$ cat src/rtl/control_sequencer.sv
// ---------------------------------------------------------------------------
// control_sequencer
// Hardwired control unit for the Mini-SRC datapath. Runs the fetch phases
// T0-T2, decodes IR[31:27] in T3 and steps the execute phases T3-T7, driving
// every datapath strobe and the ALU operation select. Memory accesses use the
// Read/Write strobes and complete on a cycle where Mem_Ready is high.
//
// Build option:
//   CONTROL_STEP_EN  adds input Step and a WAIT state in front of every T0;
//                    the FSM leaves WAIT only on a cycle with Step=1.
//
// Ports:
//   Clock      in   system clock, rising edge
//   Clear      in   asynchronous active-low reset
//   IR[31:0]   in   instruction register; opcode = IR[31:27]
//   Mem_Ready  in   completes the current Read/Write
//   Step       in   single-step release (CONTROL_STEP_EN only)
//   PCin, IRin, ZHighin, ZLowin, MARin, MDRin, Yin   out  register loads
//   PCout, ZLowout, MDRout, Cout, BAout, Rout        out  bus drivers
//   Gra, Grb, Grc, Rin, IncPC, Read, Write           out  select / memory
//   OP[4:0]    out  ALU operation select
//   Run        out  high while sequencing, low in RST and HALT
//   Illegal    out  one-cycle pulse in T3 on an undefined opcode
//
// state | meaning
// RST   | held by Clear, everything off
// T0    | PC to MAR, increment PC
// T1    | memory read of instruction, waits for Mem_Ready
// T2    | MDR to IR
// T3    | decode, first execute phase
// T4    | ALU operation
// T5    | ALU result to register (or to MAR for ld/st)
// T6    | ld: data read / st: source register to MDR
// T7    | ld: MDR to register / st: memory write
// HALT  | stopped, only Clear exits
// WAIT  | parked before T0 until Step (CONTROL_STEP_EN only)
// ---------------------------------------------------------------------------
module control_sequencer #(
    parameter logic [4:0] OP_AND = 5'b00000,
    parameter logic [4:0] OP_OR  = 5'b00001,
    parameter logic [4:0] OP_ADD = 5'b00010,
    parameter logic [4:0] OP_SUB = 5'b00011
) (
    input  logic        Clock,
    input  logic        Clear,
    input  logic [31:0] IR,
    input  logic        Mem_Ready,
`ifdef CONTROL_STEP_EN
    input  logic        Step,
`endif
    output logic        PCin,
    output logic        IRin,
    output logic        ZHighin,
    output logic        ZLowin,
    output logic        MARin,
    output logic        MDRin,
    output logic        Yin,
    output logic        PCout,
    output logic        ZLowout,
    output logic        MDRout,
    output logic        Cout,
    output logic        BAout,
    output logic        Rout,
    output logic        Gra,
    output logic        Grb,
    output logic        Grc,
    output logic        Rin,
    output logic        IncPC,
    output logic        Read,
    output logic        Write,
    output logic [4:0]  OP,
    output logic        Run,
    output logic        Illegal
);

    localparam logic [3:0] ST_RST  = 4'd0;
    localparam logic [3:0] ST_T0   = 4'd1;
    localparam logic [3:0] ST_T1   = 4'd2;
    localparam logic [3:0] ST_T2   = 4'd3;
    localparam logic [3:0] ST_T3   = 4'd4;
    localparam logic [3:0] ST_T4   = 4'd5;
    localparam logic [3:0] ST_T5   = 4'd6;
    localparam logic [3:0] ST_T6   = 4'd7;
    localparam logic [3:0] ST_T7   = 4'd8;
    localparam logic [3:0] ST_HALT = 4'd9;
`ifdef CONTROL_STEP_EN
    localparam logic [3:0] ST_WAIT = 4'd10;
    localparam logic [3:0] FETCH_START = ST_WAIT;
`else
    localparam logic [3:0] FETCH_START = ST_T0;
`endif

    localparam logic [4:0] OPC_LD   = 5'b00000;
    localparam logic [4:0] OPC_LDI  = 5'b00001;
    localparam logic [4:0] OPC_ST   = 5'b00010;
    localparam logic [4:0] OPC_ADD  = 5'b00011;
    localparam logic [4:0] OPC_SUB  = 5'b00100;
    localparam logic [4:0] OPC_AND  = 5'b00101;
    localparam logic [4:0] OPC_OR   = 5'b00110;
    localparam logic [4:0] OPC_ADDI = 5'b01100;
    localparam logic [4:0] OPC_ANDI = 5'b01101;
    localparam logic [4:0] OPC_ORI  = 5'b01110;
    localparam logic [4:0] OPC_NOP  = 5'b11010;
    localparam logic [4:0] OPC_HALT = 5'b11011;

    logic [3:0] state;
    logic [3:0] state_nxt;
    logic [4:0] op_sel;
    logic       is_r, is_imm, is_ldi, is_ld, is_st, is_nop, is_halt, is_bad;
    logic       is_mem, is_addr;
    logic       unused_ir;

    assign unused_ir = ^IR[26:0];

    always_comb begin
        op_sel  = OP_ADD;
        is_r    = 1'b0;
        is_imm  = 1'b0;
        is_ldi  = 1'b0;
        is_ld   = 1'b0;
        is_st   = 1'b0;
        is_nop  = 1'b0;
        is_halt = 1'b0;
        is_bad  = 1'b0;
        case (IR[31:27])
            OPC_LD:   is_ld   = 1'b1;
            OPC_LDI:  is_ldi  = 1'b1;
            OPC_ST:   is_st   = 1'b1;
            OPC_ADD:  begin is_r   = 1'b1; op_sel = OP_ADD; end
            OPC_SUB:  begin is_r   = 1'b1; op_sel = OP_SUB; end
            OPC_AND:  begin is_r   = 1'b1; op_sel = OP_AND; end
            OPC_OR:   begin is_r   = 1'b1; op_sel = OP_OR;  end
            OPC_ADDI: begin is_imm = 1'b1; op_sel = OP_ADD; end
            OPC_ANDI: begin is_imm = 1'b1; op_sel = OP_AND; end
            OPC_ORI:  begin is_imm = 1'b1; op_sel = OP_OR;  end
            OPC_NOP:  is_nop  = 1'b1;
            OPC_HALT: is_halt = 1'b1;
            default:  is_bad  = 1'b1;
        endcase
    end

    // ld/st/ldi all form an address as base + constant in T3-T4
    assign is_mem  = is_ld | is_st;
    assign is_addr = is_ldi | is_mem;

    always_comb begin
        state_nxt = state;
        case (state)
            ST_RST:  state_nxt = FETCH_START;
            ST_T0:   state_nxt = ST_T1;
            ST_T1:   if (Mem_Ready) state_nxt = ST_T2;
            ST_T2:   state_nxt = ST_T3;
            ST_T3: begin
                if (is_halt)              state_nxt = ST_HALT;
                else if (is_nop | is_bad) state_nxt = FETCH_START;
                else                      state_nxt = ST_T4;
            end
            ST_T4:   state_nxt = ST_T5;
            ST_T5:   state_nxt = is_mem ? ST_T6 : FETCH_START;
            ST_T6:   if (is_st | Mem_Ready) state_nxt = ST_T7;
            ST_T7:   if (!is_st | Mem_Ready) state_nxt = FETCH_START;
            ST_HALT: state_nxt = ST_HALT;
`ifdef CONTROL_STEP_EN
            ST_WAIT: if (Step) state_nxt = ST_T0;
`endif
            default: state_nxt = ST_RST;
        endcase
    end

    always_ff @(posedge Clock or negedge Clear) begin
        if (!Clear) state <= ST_RST;
        else        state <= state_nxt;
    end

    always_comb begin
        PCin    = 1'b0;
        IRin    = 1'b0;
        ZHighin = 1'b0;
        ZLowin  = 1'b0;
        MARin   = 1'b0;
        MDRin   = 1'b0;
        Yin     = 1'b0;
        PCout   = 1'b0;
        ZLowout = 1'b0;
        MDRout  = 1'b0;
        Cout    = 1'b0;
        BAout   = 1'b0;
        Rout    = 1'b0;
        Gra     = 1'b0;
        Grb     = 1'b0;
        Grc     = 1'b0;
        Rin     = 1'b0;
        IncPC   = 1'b0;
        Read    = 1'b0;
        Write   = 1'b0;
        OP      = 5'd0;
        Illegal = 1'b0;
        Run     = (state != ST_RST) && (state != ST_HALT);
        case (state)
            ST_T0: begin PCout = 1'b1; MARin = 1'b1; IncPC = 1'b1; end
            ST_T1: begin
                Read  = 1'b1;
                MDRin = 1'b1;
                // PC is loaded only on the completing cycle so a stalled
                // fetch still advances PC exactly once
                PCin  = Mem_Ready;
            end
            ST_T2: begin MDRout = 1'b1; IRin = 1'b1; end
            ST_T3: begin
                Illegal = is_bad;
                if (is_r | is_imm) begin
                    Grb = 1'b1; Rout = 1'b1; Yin = 1'b1;
                end else if (is_addr) begin
                    Grb = 1'b1; BAout = 1'b1; Yin = 1'b1;
                end
            end
            ST_T4: begin
                if (is_r) begin
                    Grc = 1'b1; Rout = 1'b1; OP = op_sel; ZHighin = 1'b1; ZLowin = 1'b1;
                end else if (is_imm) begin
                    Cout = 1'b1; OP = op_sel; ZHighin = 1'b1; ZLowin = 1'b1;
                end else if (is_addr) begin
                    Cout = 1'b1; OP = OP_ADD; ZLowin = 1'b1;
                end
            end
            ST_T5: begin
                if (is_mem) begin
                    ZLowout = 1'b1; MARin = 1'b1;
                end else if (is_r | is_imm | is_ldi) begin
                    ZLowout = 1'b1; Gra = 1'b1; Rin = 1'b1;
                end
            end
            ST_T6: begin
                if (is_ld) begin
                    Read = 1'b1; MDRin = 1'b1;
                end else if (is_st) begin
                    Gra = 1'b1; Rout = 1'b1; MDRin = 1'b1;
                end
            end
            ST_T7: begin
                if (is_ld) begin
                    MDRout = 1'b1; Gra = 1'b1; Rin = 1'b1;
                end else if (is_st) begin
                    Write = 1'b1;
                end
            end
            default: ;
        endcase
    end

endmodule

$ cat config.mk
export PLATFORM = sky130hd
export DESIGN_NAME = control_sequencer
export DESIGN_NICKNAME = d
export VERILOG_FILES = /design/src/rtl/control_sequencer.sv
export SDC_FILE = /design/constraint.sdc
export NUM_CORES = 1
export LEC_CHECK = 0
export BUFFER_PORTS_ARGS = -buffer_cell sky130_fd_sc_hd__buf_4
export CAP_MARGIN = 30
export CORE_MARGIN = 8
export CORE_UTILIZATION = 40
export CTS_CLUSTER_SIZE = 10
export DETAILED_ROUTE_END_ITERATION = 7
export GPL_TIMING_DRIVEN = 0
export PLACE_DENSITY = 0.84
export SYNTH_ARGS = -nofsm -noshare
export SYNTH_HDL_FRONTEND = slang
export SYNTH_SLANG_ARGS = --single-unit
$ cat constraint.sdc
create_clock -name Clock -period 5.6 [get_ports Clock]
set_input_delay 1.12 -clock Clock [delete_from_list [all_inputs] [get_ports Clock]]
set_output_delay 1.12 -clock Clock [all_outputs]
set_load 0.01 [all_outputs]
## Word level (Yosys, flattened, before mapping)

Index checks and enable logic that the tools add are counted.

| operators by class | value |
|---|---|
| eq/ne operators | 24 |
| mux-type cells | 57 |
| reduce and logical (&&, ||, !) cells | 11 |
| bitwise gates (word level) | 7 |

Operator list:

| kind | count |
|---|---|
| case mux 4 bit (10 select lines) | 1 |
| 2-to-1 mux 1 bit | 38 |
| == test 4 x 3 -> 1 bit, second input constant | 4 |
| 2-to-1 mux 4 bit | 4 |
| == test 5 x 3 -> 1 bit, second input constant | 3 |
| == test 5 x 4 -> 1 bit, second input constant | 3 |
| 2-to-1 mux 5 bit | 3 |
| OR reduction 12 bit | 1 |
| == test 5 x 2 -> 1 bit, second input constant | 2 |
| == test 5 bit, second input constant | 2 |
| case mux 1 bit (2 select lines) | 5 |
| == test 4 x 2 -> 1 bit, second input constant | 2 |
| == test 4 bit, second input constant | 2 |
| bitwise OR 1 bit | 7 |
| 2-to-1 mux 3 bit | 2 |
| inequality test 2 bit, second input constant | 3 |
| case mux 1 bit (3 select lines) | 2 |
| case mux 2 bit (3 select lines) | 1 |
| == test 5 x 1 -> 1 bit, second input constant | 1 |
| zero test 5 bit | 1 |
| == test 4 x 1 -> 1 bit, second input constant | 1 |
| zero test 4 bit | 1 |
| inequality test 4 bit, second input constant | 1 |
| nonzero test 4 bit | 1 |
| other kinds (7) | 8 |

| word-level totals | value |
|---|---|
| input port bits | 35 |
| output and inout bits | 27 |
| bits in registers | 4 |
| logic and storage cells | 100 |

## Logic depth before layout (Yosys ltp)

| depth | value |
|---|---|
| word-level depth | 8 |
| gate-level depth with buffers | 6 |
| mapped depth without buffers | 4 |

## Worst setup path before layout

Ideal clock, no wire load.

| timing | value |
|---|---|
| kind | in2out |
| start point | input port IR[29] |
| end point | output port Read |
| data required time | 4.480 ns |
| setup slack | 2.021 ns |
| stages on the path | 5 |
| data arrival time | 2.459 ns |
| path buffers | 2 |
| cell sequence | buf_2 or4_4 buf_6 or3_1 a21oi_1 |

| between the ends | value |
|---|---|
| longest elaborated chain between the ends | 4 |

RTL lines:

| element | line | text |
|---|---|---|
| start: declaration | 46 | `input logic [31:0] IR,` |
| zero test 5 bit | 125 | `case (IR[31:27])` |
| 2-to-1 mux 1 bit | 125 |  |
| 2-to-1 mux 1 bit | 234 | `if (is_ld) begin` |
| case mux 1 bit (2 select lines) | 199 | `case (state)` |
| end: declaration | 69 | `output logic Read,` |

Every way passes these cells.

## Worst setup path in the final report

| timing | value |
|---|---|
| start point | input port IR[31] |
| end point | output port Read |

Same word-level chain as after synthesis.

==> reports/results.txt <==
Max-cap violations in this run came to 0. The via count of the first global-routing pass was 844. The flip-flop count of the largest register after layout is 4. Dividing the detail-routed via count by the number of cells gives 5.53. Synthesis produced a netlist whose cell count is 104. The synthesized design contains 0 enable-type register cells. The first global-routing pass estimated 3.73 mm of wire. The post-detailed-routing wire length was 2.36 mm. TritonCTS built the clock tree. Summed over all layers, the global routing overflow is 0. The run gives 76.4% as the proportion of power drawn by combinational gates.

The die is 58.6 µm wide. In the synthesized netlist the async set-or-reset flop fraction comes to 100%. For the max-slew violation count, the log shows 0. For the critical path data arrival time, the log shows 2.57 ns. The dominant register cell in the synthesized netlist was dfrtp_1. The die is 58.6 µm tall.

The largest fanout of any net on the critical path was 8; the total routing usage reported by global routing was 13.4%. The tools report the global placement routability congestion as 0.937. The largest registers in the layout are state x4. The synthesized area per cell is 6.99 µm², and the count of cells resized by post-cts repair is 0. The routed layout has 901 vias.

The internal power of the cells totals 204 µW. The top cell types in the final layout, fill and taps aside, are buf_4 (34), inv_1 (7), a21oi_1 (7). Setup violations remaining at the end of the flow were counted as 0.

Port buffering added 29 buffers. The number of different library cells used by synthesis comes to 41. In this run the static leakage power is 0.462 nW. The tools report the number of warnings reported in the yosys synthesis log as 0. The part of the total power dissipated in the clock network is 9.6%, and the power share of the sequential group is 13.9%. Path category of the worst min-delay check: in -> async.

The final critical-path share of the clock period is 65.8%. The first detailed-routing pass took 4 iterations. The number of buffers on the longest clock path came out at 2. CTS placed an instance of clkbuf_4 at the clock tree root. The initial antenna violation count is 0, and the clock latency on the worst-skew pair is 0.25 ns. After routing, the total negative slack on setup checks comes to 0 ns. The logs give 0 for the remaining antenna violation count after routing and 15 for the total number of placement rows. Register containing the most flip-flops in the final layout: state. After detailed routing, the average wire length per cell comes to 14.5 µm.

The worst setup path is launched from an input pin. In this run switching power makes up 48.7% of total power. After clock tree synthesis, the clock-pin slew on the worst setup and hold paths is 0.04 ns.

The number of cells on the worst reg-to-reg path is 5. Required time at the endpoint of the critical path: 4.48 ns. The setup skew after layout was 0.00831 ns. Flip-flop and latch count after synthesis: 4.

For the reported net switching power, the log shows 193 µW. Number of buffers inserted during clock tree synthesis: 3. The library cell used most frequently in the layout, excluding fill and tap cells, is buf_4. The storage element area is 100 µm², and the number of hold-repair buffers added at the cts stage is 0. The pin slew with the least headroom to its limit came out at 0.919 ns. Once placement completed, the tool counted placed cells totaling 160. The area inside the core boundary was 1730 µm². The logs give 38.1% for the tightest slew margin relative to the limit and 58.3% for the final core utilization. For the sum of internal, switching and leakage power, the log shows 397 µW.

Share of post-route cells with drive strength above 1: 34.8%. The deepest level of the CTS H-tree was 1; the clock period minus final worst setup slack was 3.69 ns. The repair_antennas step left the layout with diodes totalling 0. In this run, the number of DRC markers left after iteration 0 of detailed routing was 21. The mapped netlist covers 727 µm². From synthesis to final layout, the design area changed by 38.4%.

The logs give 13.8% for the sequential fraction of the synthesis area and 1.86 mm for the half-perimeter wire length after detailed placement. In the final layout, the multi-input gates occupy 519 µm². The starting density of the core came out at 42.1%. The number of ports placed on the die boundary is 62, and the non-filler instance count after layout is 163.

The DRC violations left is 0. For the area of the die, the log shows 3440 µm². The layout filler cell count is 180. The worst setup path is captured at an output pin. The clock drives 4 sinks. Buffers inserted during post-CTS setup optimization: 0. The power density over the cells is 395 nW/µm², and the hold violation total from the final report is 0.

The highest clock frequency the design can meet is 271 MHz. The tools report the highest ir drop seen on vdd as 0.000194 V. The worst setup path is of the in -> out kind. Setup repair after global routing left no endpoint under its margin.

The flow ran to the end, and the final reports show no timing, DRC or antenna violations. The number of nets in the layout is 175. Entering global routing, the biggest net connects 11 pins. On the final layout, the worst hold slack is 0.659 ns.
layout make-up:
class | count | area share [%]
multi-input cells | 81 | 51.6
clock buffers | 3 | 2.24
repair buffers | 29 | 21.6
well taps | 25 | 3.11
inverters | 7 | 2.61
plain buffers | 14 | 8.83
flip-flops and latches | 4 | 9.95
worst paths after layout:
path	startpoint	to	slack, ns
worst max register to register	state[1]	state[3]	4.01
worst min-delay path	Clear	state[3]	0.66
worst min register to register	state[1]	state[1]	0.80
worst max-delay path	IR[31]	Read	1.91
max in group asynchronous	Clear	state[2]	4.83
min in group Clock	state[1]	state[1]	0.80
cell usage after synthesis (2+ instances only):
master | count | area share, %
or2_2 | 2 | 1.7
nand4_1 | 2 | 1.7
a21oi_1 | 7 | 4.8
or3_1 | 6 | 5.2
nor3_1 | 6 | 4.1
nor3b_1 | 3 | 3.1
inv_1 | 7 | 3.6
xnor2_1 | 3 | 3.6
a211o_1 | 2 | 2.4
nand3_1 | 3 | 2.1
buf_6 | 2 | 3.1
nand2_1 | 6 | 3.1
dfrtp_1 | 4 | 14
buf_4 | 5 | 5.2
nor4_1 | 2 | 1.7
nor2b_1 | 3 | 2.6
nand2b_1 | 3 | 2.6
o21ai_0 | 4 | 2.8
a21o_1 | 2 | 2.1
nor2_1 | 6 | 3.1
clkbuf_1 | 5 | 2.6
buf_2 | 2 | 1.4
per-layer routing:
metal	share of wire, %	track usage [%]
met1	43	14.8
met2	48	23.3
met3	8.7	3.26
met4	0.97	6.83
met5	0	0
critical path, cell delays in order:
cell,delay [ns]
buf_4,0.15
or4_4,0.53
buf_6,0.15
or3_1,0.33
a21oi_1,0.15
buf_4,0.14
power by group through the flow:
| stage | Clock [mW] | Sequential, mW | Combinational, mW |
|---|---|---|---|
| after floorplan | 0 | 0.0517 | 0.199 |
| final | 0.0382 | 0.0553 | 0.303 |
| after detailed placement | 0 | 0.0556 | 0.303 |
| after global routing | 0.0407 | 0.0570 | 0.331 |
| after global placement | 0 | 0.0549 | 0.296 |
| after CTS | 0.0363 | 0.0552 | 0.304 |
cells by family (layout without fill, tap and decap cells):
family	Yosys count	count (layout)	synth area share [%]
buf+inv	21	53	15.8
flops	4	4	13.8
mux	1	1	1.38
other cells	1	3	0.516
xor+xnor	4	4	4.82
simple gates	47	47	38.7
compound gates	26	26	25.0
per-stage QoR:
stage                     setup slack (ns)  cell area, µm²
after floorplan                       2.02             734
after global placement                1.92             983
after detailed placement              1.92             983
after CTS                             1.92            1010
after global routing                  1.78            1010
final                                 1.91            1010
(Power assumes the default switching activity.)
